### src/rtl/alu_sequencer.sv
`default_nettype none
// ============================================================================
// Module   : alu_sequencer
// Function : pops 1-2 operands, drives one ALU op, pushes the result.
//            Define DIVZERO_TRAP_EN to trap idiv/irem by zero before issue.
// Revision : 1.0
// ============================================================================
module alu_sequencer #(
    parameter int WIDTH   = 32,
    parameter int TIMEOUT = 64
) (
    input  logic             clk,
    input  logic             rst_n,
    input  logic             op_valid_i,
    output logic             op_ready_o,
    input  logic [3:0]       op_aluop_i,
    input  logic             stack_empty_i,
    output logic             stack_pop_o,
    input  logic [WIDTH-1:0] stack_rdata_i,
    output logic             stack_push_o,
    output logic [WIDTH-1:0] stack_wdata_o,
    output logic [3:0]       alu_op_o,
    output logic [WIDTH-1:0] alu_a_o,
    output logic [WIDTH-1:0] alu_b_o,
    output logic             alu_start_o,
    input  logic             alu_done_i,
    input  logic [WIDTH-1:0] alu_result_i,
    output logic             busy_o,
    output logic [2:0]       err_code_o,
    input  logic             err_clear_i
);

    localparam int          c_CNT_W     = $clog2(TIMEOUT + 1);
    localparam logic [15:0] c_LEGAL_OPS = 16'hB33F;
    localparam logic [3:0]  c_OP_IDIV   = 4'h3;
    localparam logic [3:0]  c_OP_IREM   = 4'h4;
    localparam logic [3:0]  c_OP_INEG   = 4'h5;
    localparam logic [2:0]  c_ERR_NONE  = 3'd0;
    localparam logic [2:0]  c_ERR_UFLOW = 3'd1;
    localparam logic [2:0]  c_ERR_ILLEG = 3'd2;
    localparam logic [2:0]  c_ERR_TMOUT = 3'd3;
    localparam logic [2:0]  c_ERR_DIV0  = 3'd4;

    typedef enum logic [2:0] {
        S_IDLE  = 3'd0,
        S_POP1  = 3'd1,
        S_POP2  = 3'd2,
        S_LATCH = 3'd3,
        S_EXEC  = 3'd4,
        S_WAIT  = 3'd5,
        S_PUSH  = 3'd6,
        S_ERR   = 3'd7
    } state_t;

    state_t             state_q,  state_d;
    logic [3:0]         aluop_q,  aluop_d;
    logic [WIDTH-1:0]   a_q,      a_d;
    logic [WIDTH-1:0]   b_q,      b_d;
    logic [WIDTH-1:0]   result_q, result_d;
    logic [c_CNT_W-1:0] cnt_q,    cnt_d;
    logic [2:0]         err_q,    err_d;

    logic w_unary;
    logic w_divzero;
    logic w_accept;

    assign w_unary  = (aluop_q == c_OP_INEG);
    assign w_accept = op_valid_i && op_ready_o;

`ifdef DIVZERO_TRAP_EN
    assign w_divzero = ((aluop_q == c_OP_IDIV) || (aluop_q == c_OP_IREM)) && (b_q == '0);
`else
    assign w_divzero = 1'b0;
`endif

    always_ff @(posedge clk or negedge rst_n) begin
        if (!rst_n) begin
            state_q  <= S_IDLE;
            aluop_q  <= '0;
            a_q      <= '0;
            b_q      <= '0;
            result_q <= '0;
            cnt_q    <= '0;
            err_q    <= c_ERR_NONE;
        end else begin
            state_q  <= state_d;
            aluop_q  <= aluop_d;
            a_q      <= a_d;
            b_q      <= b_d;
            result_q <= result_d;
            cnt_q    <= cnt_d;
            err_q    <= err_d;
        end
    end

    always_comb begin
        state_d      = state_q;
        aluop_d      = aluop_q;
        a_d          = a_q;
        b_d          = b_q;
        result_d     = result_q;
        cnt_d        = cnt_q;
        err_d        = err_q;
        stack_pop_o  = 1'b0;
        stack_push_o = 1'b0;
        alu_start_o  = 1'b0;

        unique case (state_q)
            S_IDLE: begin
                if (w_accept) begin
                    aluop_d = op_aluop_i;
                    if (c_LEGAL_OPS[op_aluop_i]) begin
                        state_d = S_POP1;
                    end else begin
                        err_d   = c_ERR_ILLEG;
                        state_d = S_ERR;
                    end
                end
            end
            S_POP1: begin
                if (stack_empty_i) begin
                    err_d   = c_ERR_UFLOW;
                    state_d = S_ERR;
                end else begin
                    stack_pop_o = 1'b1;
                    state_d     = w_unary ? S_LATCH : S_POP2;
                end
            end
            S_POP2: begin
                // Top of stack arrives here and becomes operand B.
                b_d = stack_rdata_i;
                if (stack_empty_i) begin
                    err_d   = c_ERR_UFLOW;
                    state_d = S_ERR;
                end else begin
                    stack_pop_o = 1'b1;
                    state_d     = S_LATCH;
                end
            end
            S_LATCH: begin
                a_d = stack_rdata_i;
                if (w_unary) begin
                    b_d = '0;
                end
                state_d = S_EXEC;
            end
            S_EXEC: begin
                if (w_divzero) begin
                    err_d   = c_ERR_DIV0;
                    state_d = S_ERR;
                end else begin
                    alu_start_o = 1'b1;
                    if (alu_done_i) begin
                        result_d = alu_result_i;
                        state_d  = S_PUSH;
                    end else begin
                        cnt_d   = c_CNT_W'(1);
                        state_d = S_WAIT;
                    end
                end
            end
            S_WAIT: begin
                // A done on the last permitted cycle still wins over the timeout.
                if (alu_done_i) begin
                    result_d = alu_result_i;
                    state_d  = S_PUSH;
                end else if (cnt_q == c_CNT_W'(TIMEOUT)) begin
                    err_d   = c_ERR_TMOUT;
                    state_d = S_ERR;
                end else begin
                    cnt_d = cnt_q + c_CNT_W'(1);
                end
            end
            S_PUSH: begin
                stack_push_o = 1'b1;
                state_d      = S_IDLE;
            end
            S_ERR: begin
                if (err_clear_i) begin
                    err_d   = c_ERR_NONE;
                    state_d = S_IDLE;
                end
            end
            default: begin
                state_d = S_IDLE;
            end
        endcase
    end

    // op_ready is qualified by rst_n so that every output reads 0 while held in reset.
    assign op_ready_o    = (state_q == S_IDLE) && rst_n;
    assign busy_o        = (state_q != S_IDLE);
    assign stack_wdata_o = stack_push_o ? result_q : '0;
    assign alu_op_o      = aluop_q;
    assign alu_a_o       = a_q;
    assign alu_b_o       = b_q;
    assign err_code_o    = err_q;

    a_no_pop_push: assert property (@(posedge clk) disable iff (!rst_n)
        !(stack_pop_o && stack_push_o));
    a_ready_idle: assert property (@(posedge clk) disable iff (!rst_n)
        !(op_ready_o && busy_o));

endmodule
`default_nettype wire

### config.mk
export PLATFORM = sky130hd
export DESIGN_NAME = alu_sequencer
export DESIGN_NICKNAME = d
export VERILOG_FILES = /design/src/rtl/alu_sequencer.sv
export SDC_FILE = /design/constraint.sdc
export NUM_CORES = 1
export LEC_CHECK = 0
export ABC_AREA = 1
export CORE_ASPECT_RATIO = 1.2
export CORE_UTILIZATION = 46
export CTS_BUF_LIST = sky130_fd_sc_hd__clkbuf_4 sky130_fd_sc_hd__clkbuf_8
export DETAILED_ROUTE_END_ITERATION = 8
export GPL_ROUTABILITY_DRIVEN = 0
export PLACE_DENSITY_LB_ADDON = 0.3
export SLEW_MARGIN = 20
export SYNTH_ARGS = -nofsm -noshare
export SYNTH_HDL_FRONTEND = slang
export SYNTH_SLANG_ARGS = --single-unit
export TNS_END_PERCENT = 5
### constraint.sdc
create_clock -name clk -period 1.4 [get_ports clk]
set_input_delay 0.35 -clock clk [delete_from_list [all_inputs] [get_ports clk]]
set_output_delay 0.35 -clock clk [all_outputs]
set_load 0.01 [all_outputs]
; ---- Word-level counts from Yosys, hierarchy flattened
; Memories as Yosys holds them, arrays and structs flattened.
; Cells that the tools add are included.
[word_totals]
register_bits = 113
romBits = 16
inputBits = 74
mem_count = 1
[mem_list]
columns = memory, depth, width, rd, rd_clocked_by_memory_dff, write_ports, line_no
row1 = (no name shown), 16, 1, 1, 0, 0, 112  ; if (c_LEGAL_OPS[op_aluop_i]) begin
[classes]
addsub = 1
n_lt_le_gt_ge = 1
n_eq_ne = 19
n_mux = 28
n_reduce_logical = 15
[op_table]
columns = cell, n
row1 = 32-bit 2-to-1 mux, 2
row2 = 32-bit case mux with 2 select lines, 1
row3 = 3-bit 2-to-1 mux, 12
row4 = 3-bit case mux with 8 select lines, 1
row5 = 7-bit 2-to-1 mux, 3
row6 = 2-bit != test (second input constant), 8
row7 = 7-bit case mux with 2 select lines, 1
row8 = 3-bit == test (second input constant), 4
row9 = 3-bit case mux with 4 select lines, 1
row10 = 7-bit by 1-bit adder with 7-bit output (second input constant), 1
row11 = 7-bit == test (second input constant), 1
row12 = 7-bit AND reduction, 1
row13 = 3-bit by 2-bit == test with 1-bit output (second input constant), 2
row14 = 1-bit 2-to-1 mux, 6
row15 = 2-bit AND reduction, 3
row16 = 4-bit by 5-bit less-than comparator with 1-bit output (second input constant), 1
row17 = 4-bit by 3-bit == test with 1-bit output (second input constant), 1
row18 = 4-bit AND reduction, 1
row19 = 2-bit nonzero test, 2
row20 = 4-bit nonzero test, 1
row21 = 2-bit OR reduction, 2
row22 = 3-bit by 1-bit == test with 1-bit output (second input constant), 1
row23 = 3-bit logical NOT, 1
row24 = 3-bit != test (second input constant), 1
row25 = other kinds (5), 6

; ---- Longest topological paths before layout
[logic_depth]
word_depth = 5
mapped_depth = 11

; ---- Worst setup path before layout
; Ideal clock, no wire load.
[synth_path]
kind = register to output
startpoint = reg state_q[0]
endpoint = out stack_wdata_o[10]
arrival_ns = 1.256
required_ns = 1.050
path_slack_ns = -0.206
stages_incl_launch_ff = 6
n_path_buf = 2
cell_sequence = dfrtp_1 -> buf_2 -> nor3_2 -> inv_2 -> clkbuf_1 -> nor2_1
[synth_via]
elab_chain_cells = 3
[synth_lines]
columns = item, line_no
row1 = "start, declared", 55  ; state_t state_q, state_d;
row2 = "start signal, assigned", 86  ; state_q <= state_d;
row3 = 3-bit == test, 108  ; unique case (state_q)
row4 = 1-bit 2-to-1 mux, 108
row5 = via stack_push_o, 20  ; output logic stack_push_o,
row6 = 32-bit 2-to-1 mux, 193  ; assign stack_wdata_o = stack_push_o ? result_q : '0;
row7 = "end, declared", 21  ; output logic [WIDTH-1:0] stack_wdata_o,
; The timed path passes the listed nets, and every way through them passes these cells.

; ---- Worst setup path in the final report
[layout_path]
startpoint = reg state_q[0]
endpoint = out stack_wdata_o[19]
[layout_via]
elab_chain_cells = 3
[layout_lines]
columns = item, line_no
row1 = 3-bit == test, 108
row2 = 1-bit 2-to-1 mux, 108
row3 = 32-bit 2-to-1 mux, 193
; No other way between the ends.

==> insert_results.sql <==
INSERT INTO impl_metrics (metric_group, metric, value, unit) VALUES
('run_status', 'status', 'complete, but fails checks', ''),
('run_status', 'failed_checks', 'setup timing', ''),
('worst_setup_path', 'crit_required', '1.05', 'ns'),
('final_layout', 'area_of_the_multi_input_gates', '0.001790', 'sq mm'),
('sta', 'finalWorstPathRequiredPeriod', '2.016', 'ns'),
('drt', 'detail_route.iter0.violations', '298', ''),
('global_routing', 'grt_first_pass_wirelength', '21670', 'um'),
('final_layout', 'fillerInstances', '771', ''),
('final_layout', 'seqCellArea', '0.002803', 'sq mm'),
('final_layout', 'signed_area_change_from_the_synthesized_netlist_to_the_final_layout', '50.36', '%'),
('min_path', 'hp-class', 'input pin to asynchronous set/reset pin', ''),
('sta', 'worst_pin_slew', '0.6115', 'ns'),
('worst_setup_path', 'crit_type', 'flop to output port', ''),
('cts', 'tritoncts', 'done', ''),
('floorplanning', 'core_region_area', '0.01011', 'sq mm'),
('global_routing', 'grt_pass1_vias', '4535', ''),
('drt', 'detail_route.first_pass.iterations', '4', ''),
('sta', 'report.final.hold_viol_count', '0', ''),
('global_routing', 'grt_antenna_before_repair', '0', ''),
('sta', 'finalSetupViolations', '81', ''),
('sta', 'layout_worst_path_cycle_share', '1.440', ''),
('floorplanning', 'num_rows', '40', ''),
('worst_setup_path', 'r2r_start', 'state_q[0]', ''),
('drt', 'route.detailed.drc', '0', ''),
('sta', 'fin_worst_skew', '0.009313', 'ns'),
('worst_setup_path', 'critPathCaptureType', 'output port', ''),
('sta', 'timing_max_transition_violations_final', '0', ''),
('cts', 'clkSinkCount', '112', ''),
('drt', 'vias_per_cell', '4.903', ''),
('floorplanning', 'die-height', '114.3', 'um'),
('global_routing', 'gr-total-overflow', '0', ''),
('final_layout', 'nets', '883', ''),
('worst_setup_path', 'cp_max_fo', '7', ''),
('cts', 'worstSkewPairLatency', '0.37', 'ns'),
('synth', 'ys_seq_area_frac', '0.5794', ''),
('sta', 'grt_setup_unrepaired', 'yes', ''),
('worst_setup_path', 'critical_path_launch_point_type', 'flop', ''),
('power_and_ir_drop', 'max-vdd-ir-drop', '1127', 'uV'),
('synth', 'yosysWarningCount', '0', ''),
('synth', 'netlist_area', '0.004837', 'sq mm'),
('synth', 'proportion_of_synthesized_flip_flops_having_asynchronous_set_or_reset', '1.000', ''),
('cts', 'worst_setup_hold_path_clk_slew', '0.10', 'ns'),
('synth', 'most_frequently_used_cell_type_in_the_post_synthesis_netlist', 'sky130_fd_sc_hd__nand2_1', ''),
('synth', 'synth_top_cells_by_area', 'sky130_fd_sc_hd__dfrtp_1 58%, sky130_fd_sc_hd__nand2_1 13%, sky130_fd_sc_hd__inv_1 6.4%', ''),
('power_and_ir_drop', 'power.density_cell_area', '2106', 'mW/mm^2'),
('synth', 'synthesis.instances', '592', ''),
('worst_setup_path', 'endpoint', 'stack_wdata_o[19]', ''),
('cts', 'clock_tree.htree_level_count', '3', ''),
('drt', 'dr_total_vias', '4599', ''),
('final_layout', 'diode_count', '0', ''),
('synth', 'postSynthNetCount', '668', ''),
('worst_setup_path', 'critical_path.startpoint', 'state_q[0]', ''),
('drt', 'antenna_violating_nets_left', '0', ''),
('global_routing', 'total_global_route_track_usage', '0.2617', ''),
('synth', 'synth.top_cells.by_count', '171 x sky130_fd_sc_hd__nand2_1, 112 x sky130_fd_sc_hd__dfrtp_1, 82 x sky130_fd_sc_hd__inv_1, 82 x sky130_fd_sc_hd__nor2_1, 35 x sky130_fd_sc_hd__a21oi_1', ''),
('synth', 'ys.flop_type', 'sky130_fd_sc_hd__dfrtp_1', ''),
('synth', 'synth_edf_count', '0', ''),
('placement', 'half_perimeter_wire_length_of_the_detailed_placement_result', '9624', 'um'),
('cts', 'cts.path.max_buffers', '2', ''),
('run', 'max_capacitance_violation_total', '0', ''),
('placement', 'buffer_ports.inserted', '180', ''),
('sta', 'timing.slew.headroom', '0.5924', ''),
('global_routing', 'pin_count_of_the_biggest_net_entering_global_routing', '113', ''),
('synth', 'synth-seq-cells', '112', ''),
('synth', 'synth.lib_cells_used.distinct', '25', ''),
('cts', 'ctsRootBufferMaster', 'sky130_fd_sc_hd__clkbuf_8', ''),
('power_and_ir_drop', 'static-leakage-power', '3.867', 'nW'),
('final_layout', 'layout_cells_sized_above_1', '0.2635', ''),
('power_and_ir_drop', 'finalPower', '15.32', 'mW'),
('worst_setup_path', 'regToRegEndpoint', 'state_q[0]', ''),
('sta', 'post-route-worst-setup-slack', '-0.6160', 'ns');
[cell type report]
class,count,share of cell area
Tap cell,126,0.02168
Timing Repair Buffer,227,0.2728
Multi-Input combinational cell,366,0.2462
Inverter,91,0.04834
Clock buffer,11,0.01996
Sequential cell,112,0.3853
Clock inverter,5,0.005677
[how the worst min path moves through the flow]
stage                         end  slack, ns
finish                alu_b_o[16]       0.16
global route          alu_b_o[16]       0.22
CTS                   alu_b_o[17]       0.19
floorplan              alu_a_o[0]       0.05
detailed placement     alu_a_o[9]       0.46
global placement    err_code_o[0]       0.46
[cells in the final DEF, fill, tap and decap left out, types with 9 or more instances in the layout]
| cell | instances |
|---|---|
| sky130_fd_sc_hd__a21oi_1 | 33 |
| sky130_fd_sc_hd__buf_12 | 9 |
| sky130_fd_sc_hd__buf_2 | 26 |
| sky130_fd_sc_hd__buf_4 | 31 |
| sky130_fd_sc_hd__buf_6 | 15 |
| sky130_fd_sc_hd__clkbuf_2 | 49 |
| sky130_fd_sc_hd__clkbuf_8 | 10 |
| sky130_fd_sc_hd__clkdlybuf4s15_1 | 19 |
| sky130_fd_sc_hd__clkdlybuf4s50_1 | 72 |
| sky130_fd_sc_hd__dfrtp_1 | 112 |
| sky130_fd_sc_hd__inv_1 | 81 |
| sky130_fd_sc_hd__nand2_1 | 167 |
| sky130_fd_sc_hd__nand3_1 | 15 |
| sky130_fd_sc_hd__nor2_1 | 47 |
| sky130_fd_sc_hd__nor2_2 | 26 |
| sky130_fd_sc_hd__nor2_4 | 9 |
| sky130_fd_sc_hd__o21ai_1 | 32 |
[where the power goes]
group / switching [mW] / leakage [nW] / internal (mW)
clock: 1.09 / 0.0948 / 0.733
combinational: 4.52 / 2.44 / 3.47
sequential: 0.753 / 1.33 / 4.76
total: 6.36 / 3.87 / 8.96
[flip-flops by register name, summed over array words and instances, names as in the netlist]
name and count:
alu_a_o 32, alu_b_o 32, alu_op_o 4, cnt_q 7
err_code_o 2, result_q 32, state_q 3
[kinds of logic after synthesis]
logic type | Yosys count | synth area share
and+or+nand+nor | 280 | 0.2318
buffers and inverters | 114 | 0.09441
DFF | 112 | 0.5794
AOI/OAI and AO/OA | 82 | 0.08665
adders and majority gates | 2 | 0.005172
xor gates and xnor gates | 1 | 0.001811
other | 1 | 0.0007753
[repair_timing]
item	in CTS	in global routing
gates cloned	3	0
hold buffers	0	0
setup buffers	3	0
hold endpoints to repair	0	0
pin swaps	3	2
setup endpoints to repair	200	197
gates resized for setup	323	64
[stage by stage]
step	area [sq um]	setup slack (ns)	TNS, ns
2_1_floorplan	4969	-0.09859	-2.773
3_3_place_gp	7204	-0.4587	-20.82
3_5_place_dp	7204	-0.5126	-23.46
4_1_cts	7498	-0.5743	-21.10
5_1_grt	7273	-0.7196	-32.00
6_report	7273	-0.6160	-23.04
[routing by layer]
layer / GRT usage / vias to the layer above / routed length, um / part of all wire
met1: 0.2977 / 2156 / 5339 / 0.39
met5: 0 / - / 0 / 0
met2: 0.4648 / 167 / 7043 / 0.51
li1: - / 2239 / - / -
met4: 0.1055 / 0 / 452 / 0.033
met3: 0.06441 / 37 / 887 / 0.065
[worst max-delay path, stage by stage, from the launching register on]
cell,delay [ns]
sky130_fd_sc_hd__dfrtp_1,0.41
sky130_fd_sc_hd__buf_6,0.13
sky130_fd_sc_hd__nor3_4,0.21
sky130_fd_sc_hd__inv_4,0.15
sky130_fd_sc_hd__buf_12,0.18
sky130_fd_sc_hd__nor2_2,0.08
sky130_fd_sc_hd__buf_2,0.14
Power figures use the tool's default switching activity.
